File: config.mk
export PLATFORM = sky130hd
export DESIGN_NAME = ofifo_ring
export DESIGN_NICKNAME = d
export VERILOG_FILES = /design/src/rtl/ofifo_pkg.sv /design/src/rtl/ofifo_col.sv /design/src/rtl/ofifo_ring.sv
export SDC_FILE = /design/constraint.sdc
export NUM_CORES = 2
export LEC_CHECK = 0
export ABC_AREA = 0
export BUFFER_PORTS_ARGS = -buffer_cell sky130_fd_sc_hd__buf_2
export CORE_UTILIZATION = 56
export DETAILED_ROUTE_END_ITERATION = 8
export PLACE_DENSITY = 0.8
export RECOVER_POWER = 25
export SYNTH_ARGS = -nofsm -noshare
export SYNTH_HDL_FRONTEND = slang
export SYNTH_SLANG_ARGS = --single-unit
File: constraint.sdc
create_clock -name clk -period 14.37 [get_ports clk]
set_input_delay 4.311 -clock clk [delete_from_list [all_inputs] [get_ports clk]]
set_output_delay 4.311 -clock clk [all_outputs]
set_load 0.02 [all_outputs]
File: src/rtl/ofifo_pkg.sv
// ofifo_pkg: default ring parameters and the pointer width helper shared by the FIFO lanes.
package ofifo_pkg;
  localparam int COL = 8;
  localparam int PSUM_BW = 16;
  localparam int DEPTH = 16;
  localparam int AFULL_TH = 14;
  function automatic int ptr_w(input int d);
    return $clog2(d) + 1;
  endfunction
endpackage

File: src/rtl/ofifo_col.sv
// ofifo_col: single-lane circular buffer with wrap-bit pointers and a fall-through head word.
module ofifo_col
  import ofifo_pkg::*;
#(
  parameter int psum_bw = PSUM_BW,
  parameter int depth = DEPTH
) (
  input  logic                      clk,
  input  logic                      reset,
  input  logic                      wr,
  input  logic                      pop,
  input  logic [psum_bw-1:0]        din,
  output logic [psum_bw-1:0]        dout,
  output logic                      empty,
  output logic                      full,
  output logic [ptr_w(depth)-1:0]   occ
);
  localparam int pw = ptr_w(depth);
  localparam int aw = pw - 1;
  logic [pw-1:0] wr_ptr_q, wr_ptr_d, rd_ptr_q, rd_ptr_d;
  logic [psum_bw-1:0] mem_q [depth];
  assign empty = wr_ptr_q == rd_ptr_q;
  assign full = (wr_ptr_q[aw-1:0] == rd_ptr_q[aw-1:0]) && (wr_ptr_q[aw] != rd_ptr_q[aw]);
  assign occ = wr_ptr_q - rd_ptr_q;
  assign dout = mem_q[rd_ptr_q[aw-1:0]];
  always_comb begin
    wr_ptr_d = wr_ptr_q + pw'(wr & ~full);
    rd_ptr_d = rd_ptr_q + pw'(pop);
  end
  always_ff @(posedge clk or posedge reset) begin
    if (reset) begin
      wr_ptr_q <= '0;
      rd_ptr_q <= '0;
    end else begin
      wr_ptr_q <= wr_ptr_d;
      rd_ptr_q <= rd_ptr_d;
    end
  end
  // Storage keeps stale words across reset; pointers alone define contents.
  always_ff @(posedge clk) begin
    if (wr && !full) mem_q[wr_ptr_q[aw-1:0]] <= din;
  end
endmodule

File: src/rtl/ofifo_ring.sv
// ofifo_ring: per-column output FIFOs popped row-aligned; OFIFO_ERR_EN enables a sticky o_err
// on dropped writes and ignored reads.
module ofifo_ring
  import ofifo_pkg::*;
#(
  parameter int col = COL,
  parameter int psum_bw = PSUM_BW,
  parameter int depth = DEPTH,
  parameter int afull_th = AFULL_TH
) (
  input  logic                      clk,
  input  logic                      reset,
  input  logic [col*psum_bw-1:0]    in,
  input  logic [col-1:0]            wr,
  input  logic                      rd,
  output logic [col*psum_bw-1:0]    out,
  output logic                      o_full,
  output logic                      o_ready,
  output logic                      o_valid,
  output logic                      o_afull,
  output logic [ptr_w(depth)-1:0]   o_count,
  output logic                      o_err
);
  localparam int pw = ptr_w(depth);
  logic [col-1:0] empty_v, full_v;
  logic [pw-1:0] occ [col];
  logic pop;
  assign o_valid = ~|empty_v;
  assign o_full = |full_v;
  assign o_ready = ~o_full;
  assign pop = rd & o_valid;
  for (genvar i = 0; i < col; i++) begin : g_col
    ofifo_col #(.psum_bw(psum_bw), .depth(depth)) u_col (
      .clk   (clk),
      .reset (reset),
      .wr    (wr[i]),
      .pop   (pop),
      .din   (in[i*psum_bw +: psum_bw]),
      .dout  (out[i*psum_bw +: psum_bw]),
      .empty (empty_v[i]),
      .full  (full_v[i]),
      .occ   (occ[i])
    );
  end
  // Row count follows the slowest lane; almost-full follows the fastest.
  always_comb begin
    o_count = occ[0];
    o_afull = 1'b0;
    for (int k = 0; k < col; k++) begin
      o_count = occ[k] < o_count ? occ[k] : o_count;
      o_afull = o_afull | (occ[k] >= pw'(afull_th));
    end
  end
`ifdef OFIFO_ERR_EN
  logic err_q, err_d;
  always_comb err_d = err_q | (|(wr & full_v)) | (rd & ~o_valid);
  always_ff @(posedge clk or posedge reset) begin
    if (reset) err_q <= 1'b0;
    else err_q <= err_d;
  end
  assign o_err = err_q;
`else
  assign o_err = 1'b0;
`endif
endmodule

-- After elaboration in Yosys (flattened, before gate mapping)
Memory sizes are Yosys's and may differ from the RTL's.
Index checks and enable logic that the tools add are counted.
- word-level logic and storage cells: 162
- flip-flop bits (word level): 80
- memories kept: 8
- input bits: 139
- RAM bits: 2048
- memories (name ; depth ; bits a word ; read ports ; clocked after Yosys merged registers in ; wr ports ; RTL line ; source):
    g_col[0].u_col.mem_q ; 16 ; 16 ; 1 ; 0 ; 1 ; ofifo_col.sv:21 ; logic [psum_bw-1:0] mem_q [depth];
    g_col[1].u_col.mem_q ; 16 ; 16 ; 1 ; 0 ; 1 ; ofifo_col.sv:21 ;
    g_col[2].u_col.mem_q ; 16 ; 16 ; 1 ; 0 ; 1 ; ofifo_col.sv:21 ;
    g_col[3].u_col.mem_q ; 16 ; 16 ; 1 ; 0 ; 1 ; ofifo_col.sv:21 ;
    g_col[4].u_col.mem_q ; 16 ; 16 ; 1 ; 0 ; 1 ; ofifo_col.sv:21 ;
    g_col[5].u_col.mem_q ; 16 ; 16 ; 1 ; 0 ; 1 ; ofifo_col.sv:21 ;
    +2 memories ; n/a ; n/a ; n/a ; n/a ; n/a ; n/a ;
- magnitude comparators: 15
- $add $sub $neg: 24
- equality and inequality tests: 24
- mux-type cells: 23
- reduce and logical (&&, ||, !) cells: 27
- bitwise operators: 25
- operators with widths (kind ; count):
    5-bit by 1-bit adder with 5-bit output ; 8
    5-bit adder ; 8
    1-bit by 5-bit AND with 5-bit output ; 8
    5-bit equality test ; 8
    5-bit by 4-bit >= comparator with 1-bit output (second input constant) ; 8
    1-bit NOT with 5-bit output ; 8
    5-bit subtractor ; 8
    5-bit < comparator ; 7
    5-bit two-way mux ; 7
    4-bit equality test ; 8
    1-bit logical AND ; 16
    1-bit two-way mux ; 16
    8-bit OR reduction ; 2
    1-bit logical NOT ; 9
    1-bit inequality test ; 8
    1-bit OR ; 7
    1-bit AND ; 1
    1-bit NOT ; 1

-- Depth between registers and ports, before layout
- depth after elaboration: 15
- gate-level depth with buffers: 53
- gate-level depth less buffers: 50

-- Cells and area by module
From an unflattened synthesis, not the netlist that was laid out.
- cell total of the unflattened synthesis: 4147
- area, all modules: 85042.8 um^2
- modules (own cells, without submodules) (module ; area each (um^2) ; times used ; cells each):
    ofifo_col (g_col[3].u_col ...) ; 10510.1 ; 3 ; 505
    ofifo_col (g_col[0].u_col ...) ; 10279.9 ; 3 ; 467
    ofifo_col (g_col[4].u_col ...) ; 10561.4 ; 2 ; 505
    ofifo_ring ; 1550.2 ; 1 ; 221

-- Least setup slack after synthesis
No wires, ideal clock.
- kind: reg2out
- from: register g_col[1].u_col.rd_ptr_q[1]
- to: output o_count[0]
- arrival time: 10.676 ns
- slack: -0.617 ns
- stages on the path, launching flop included: 51
- cell sequence: dfrtp_1 clkbuf_1 clkbuf_1 inv_1 fa_1 xnor2_1 inv_1 ha_1 a21o_1 a221oi_2 or4_4 a311oi_2 o2111a_2 or2_1 buf_6 nor2b_1 a31oi_1 ha_1 [15 not listed] ha_1 o211ai_1 o221a_2 a32oi_4 mux2i_1 inv_1 ha_1 a211o_1 a21o_1 o21ai_2 mux2i_1 ha_1 a21o_1 a21oi_1 o2111ai_1 o21ai_1 o21bai_4 mux2i_1
- word-level cells in the longest chain between the ends: 15
- RTL lines (element ; RTL line ; source):
    start: declaration ; ofifo_col.sv:20 ; logic [pw-1:0] wr_ptr_q, wr_ptr_d, rd_ptr_q, rd_ptr_d;
    start signal: assignment ; ofifo_col.sv:36 ; rd_ptr_q <= rd_ptr_d;
    5-bit subtractor (*) ; ofifo_col.sv:24 ; assign occ = wr_ptr_q - rd_ptr_q;
    5-bit < comparator ; ofifo_ring.sv:50 ; o_count = occ[k] < o_count ? occ[k] : o_count;
    5-bit two-way mux (*) ; ofifo_ring.sv:50 ;
    5-bit < comparator ; ofifo_ring.sv:50 ;
    5-bit two-way mux (*) ; ofifo_ring.sv:50 ;
    5-bit < comparator ; ofifo_ring.sv:50 ;
    5-bit two-way mux (*) ; ofifo_ring.sv:50 ;
    5-bit < comparator ; ofifo_ring.sv:50 ;
    5-bit two-way mux (*) ; ofifo_ring.sv:50 ;
    5-bit < comparator ; ofifo_ring.sv:50 ;
    5-bit two-way mux (*) ; ofifo_ring.sv:50 ;
    5-bit < comparator ; ofifo_ring.sv:50 ;
    5-bit two-way mux (*) ; ofifo_ring.sv:50 ;
    5-bit < comparator ; ofifo_ring.sv:50 ;
    5-bit two-way mux (*) ; ofifo_ring.sv:50 ;
    end: declaration ; ofifo_ring.sv:21 ; output logic [ptr_w(depth)-1:0] o_count,
Every way passes the cells marked *; elsewhere a longest branch is shown, timed or not.

-- Worst setup path after layout
- from: register g_col[1].u_col.wr_ptr_q[0]
- to: output o_count[0]
- word-level cells in the longest chain between the ends: 15
- RTL lines (element ; RTL line ; source):
    start: declaration ; ofifo_col.sv:20 ;
    start signal: assignment ; ofifo_col.sv:35 ; wr_ptr_q <= wr_ptr_d;
    5-bit subtractor (*) ; ofifo_col.sv:24 ;
    5-bit < comparator ; ofifo_ring.sv:50 ;
    5-bit two-way mux (*) ; ofifo_ring.sv:50 ;
    5-bit < comparator ; ofifo_ring.sv:50 ;
    5-bit two-way mux (*) ; ofifo_ring.sv:50 ;
    5-bit < comparator ; ofifo_ring.sv:50 ;
    5-bit two-way mux (*) ; ofifo_ring.sv:50 ;
    5-bit < comparator ; ofifo_ring.sv:50 ;
    5-bit two-way mux (*) ; ofifo_ring.sv:50 ;
    5-bit < comparator ; ofifo_ring.sv:50 ;
    5-bit two-way mux (*) ; ofifo_ring.sv:50 ;
    5-bit < comparator ; ofifo_ring.sv:50 ;
    5-bit two-way mux (*) ; ofifo_ring.sv:50 ;
    5-bit < comparator ; ofifo_ring.sv:50 ;
    5-bit two-way mux (*) ; ofifo_ring.sv:50 ;
Marks and branches as above.

==> summary.txt <==
Synth
  – Yosys top cell area share: 0.7360
  – Area leader, netlist: edfxtp_1
  – Ranking of synthesized cells by area: edfxtp_1, mux4_2, dfrtp_1
  – EDFF count, synth: 2048
  – Top_reg_cell synth: edfxtp_1
  – Mapped Nets: 3971
  – Top-count cell post-synth: edfxtp_1
  – Synthesized area: 83560 um^2
  – Cells after synthesis: 3747
  – Post-synthesis area per instance: 22.30 um^2
  – Seq/Total Area, Yosys: 0.7600
  – Ys async rst share: 0.03759
  – Top post-synthesis cells by count: edfxtp_1, mux4_2, nor2_1
  – Netlist cell types: 76
  – YS warnings: 0
  – Yosys reg bits: 2128

Worst hold path
  – Hold crit path type: flip-flop to flip-flop
  – End of the worst hold path: g_col[0].u_col.wr_ptr_q[4]
  – Hold path depth: 1
  – Hold path startpoint: g_col[0].u_col.wr_ptr_q[4]

Worst setup path
  – CP Class: flip-flop to output port
  – Slowest stage cell, crit path: fa_2
  – Crit path arrival time: 10.83 ns
  – Worst reg2reg path depth: 11
  – FF-to-FF Start: g_col[7].u_col.rd_ptr_q[1]
  – Reg2reg end: g_col[5].u_col.rd_ptr_q[4]
  – Worst Path Required: 10.06 ns
  – Critical Path Start Type: flip-flop
  – Crit Path Max Fanout: 5
  – R2r setup slk: 9.19 ns
  – Most numerous cell on the critical path: a21o_1
  – CP startpoint: g_col[1].u_col.wr_ptr_q[0]
  – Crit-path max cell delay: 0.59 ns
  – Crit end category: output port

Timing
  – Worst Tran Pin Value: 1.543 ns
  – Final Setup Violations: 5
  – Fin. max-slew vios: 32
  – Hold Violations, Final: 0
  – Final min period: 15.14 ns
  – RSZ-0062 raised after global routing: true
  – Skew final: 0.04046 ns
  – Final hold slack: 0.4894 ns
  – Max Clk Rate: 66.07 MHz
  – Slew HR: -0.03429
  – Worst Setup Slack, final: -0.7665 ns
  – Setup TNS: -3.767 ns
  – Final period util: 1.053

Clocking
  – CTS Root Cell: clkbuf_16
  – Clk buf depth: 3
  – Insertion delay to the later sink of the worst-skew pair: 0.82 ns
  – Num Clock Sinks: 2128
  – Clock-pin slew on the worst setup and hold paths: 0.06 ns
  – TritonCTS clock tree: done
  – # hold bufs at CTS: 0
  – H-tree levels: 4
  – CTS Buf Count: 202

Die
  – Die X: 388.3 um
  – Rows: 141
  – Number of I/O pins: 277
  – Starting Density: 0.5652
  – Die H: 388.3 um
  – Die footprint: 150800 um^2
  – Core area: 147800 um^2

Layout
  – Fin nets: 4528
  – Finished layout cell area: 95690 um^2
  – Area grow syn2layout: 14.53%
  – Fillers: 9430
  – Share of cells above drive strength 1: 0.3361

Placement
  – Placed Instance Area: 88600 um^2
  – Dpl hpwl: 102.5 mm
  – PortBufs: 275
  – GPL Wtd Cong: 0.8493

Detailed routing
  – Antenna-violating nets left: 0
  – # DRC: 0
  – Vias per inst: 6.309
  – Wire per inst: 29.23 um
  – Vias: 40480
  – DRT iter0 DRCs: 4250
  – DRT Pass-1 Iters: 7
  – Final WL: 187.5 mm

Global routing
  – First-pass GRT wire length: 275.4 mm
  – Pin count of the biggest net entering global routing: 68
  – Initial antenna violation count: 32
  – Number of global-route vias before repair: 42170
  – All-Layer GR Usage: 0.2515
  – GRT overflow: 0

Run status
  – Failing checks: capacitance limit, slew limit, setup timing
  – Status: complete, but fails checks

Run
  – Max-cap violations: 1
cell usage in the layout, fill, tap and decap left out, types with 43 or more instances in the layout:
| cell | count |
|---|---|
| buf_2 | 179 |
| buf_4 | 242 |
| clkbuf_1 | 134 |
| clkbuf_16 | 207 |
| clkinv_1 | 53 |
| dfrtp_1 | 65 |
| edfxtp_1 | 2048 |
| ha_1 | 71 |
| inv_1 | 53 |
| mux2i_1 | 70 |
| mux4_2 | 592 |
| nand3_1 | 62 |
| nor2_2 | 85 |
| xnor2_1 | 43 |
state kept, by name (all words and copies together), names as in the netlist:
| name | flops |
|---|---|
| g_col.u_col.rd_ptr_q | 40 |
| g_col.u_col.mem_q | 2048 |
| g_col.u_col.wr_ptr_q | 40 |
worst max-delay path by stage:
stage / slack, ns / cells after the start / to
after CTS: -0.83 / 49 / o_count[2]
final: -0.77 / 50 / o_count[0]
after global placement: -0.13 / 45 / o_count[4]
after global routing: -1.23 / 49 / o_count[2]
after floorplan: 0.002 / 48 / o_count[0]
after detailed placement: -0.33 / 47 / o_count[2]
layer usage:
layer	vias up	wire length, um	GRT usage
met5	-	184	0
li1	16910	-	-
met3	358	15640	0.05270
met1	21360	71060	0.3346
met2	1821	95550	0.4186
met4	28	5101	0.08229
critical path, delay by kind of cell (launching register included):
kind	cells	cell delay (ns)
buf+inv	9	0.99
simple gates	6	0.99
mux	4	0.94
fa+ha+maj	8	2.23
compound gates	23	4.48
flops	1	0.39
stage by stage:
| stage | setup slack, ns | util | cells |
|---|---|---|---|
| global route | -1.226 | 0.6472 | 6410 |
| global placement | -0.1255 | 0.5993 | 5967 |
| floorplan | 0.001869 | - | 3747 |
| finish | -0.7665 | 0.6473 | 6416 |
| CTS | -0.8270 | 0.6470 | 6396 |
| detailed placement | -0.3330 | 0.5993 | 5967 |
kinds of logic after synthesis:
group | after synthesis | share of synthesized area
DFF | 2128 | 0.7600
muxes | 675 | 0.1696
and+or+nand+nor | 355 | 0.02044
buffers and inverters | 237 | 0.01098
AOI/OAI and AO/OA | 185 | 0.01689
adders and majority gates | 86 | 0.01357
xor gates and xnor gates | 80 | 0.008476
other | 1 | 0.00004488
area by class of cell:
type                            count  area, um^2  area share
Timing Repair Buffer              520        3153     0.03295
Clock buffer                      250        5341     0.05582
Tap cell                         1930        2415     0.02523
Sequential cell                  2128       63540      0.6640
Antenna cell                       14       35.03   0.0003661
Clock inverter                    122        1117     0.01168
Multi-Input combinational cell   1382       19830      0.2072
Inverter                           70       265.3    0.002772
timing repair:
item / 4_1_cts / 5_1_grt
resized for setup: 36 / 19
buffers inserted: 57 / 7
setup endpoints to repair: 5 / 5
pin swaps: 29 / 29
Power is left out: the tool's default activity adds up to more than one toggle a clock period on the data nets, which glitch-free logic cannot reach.
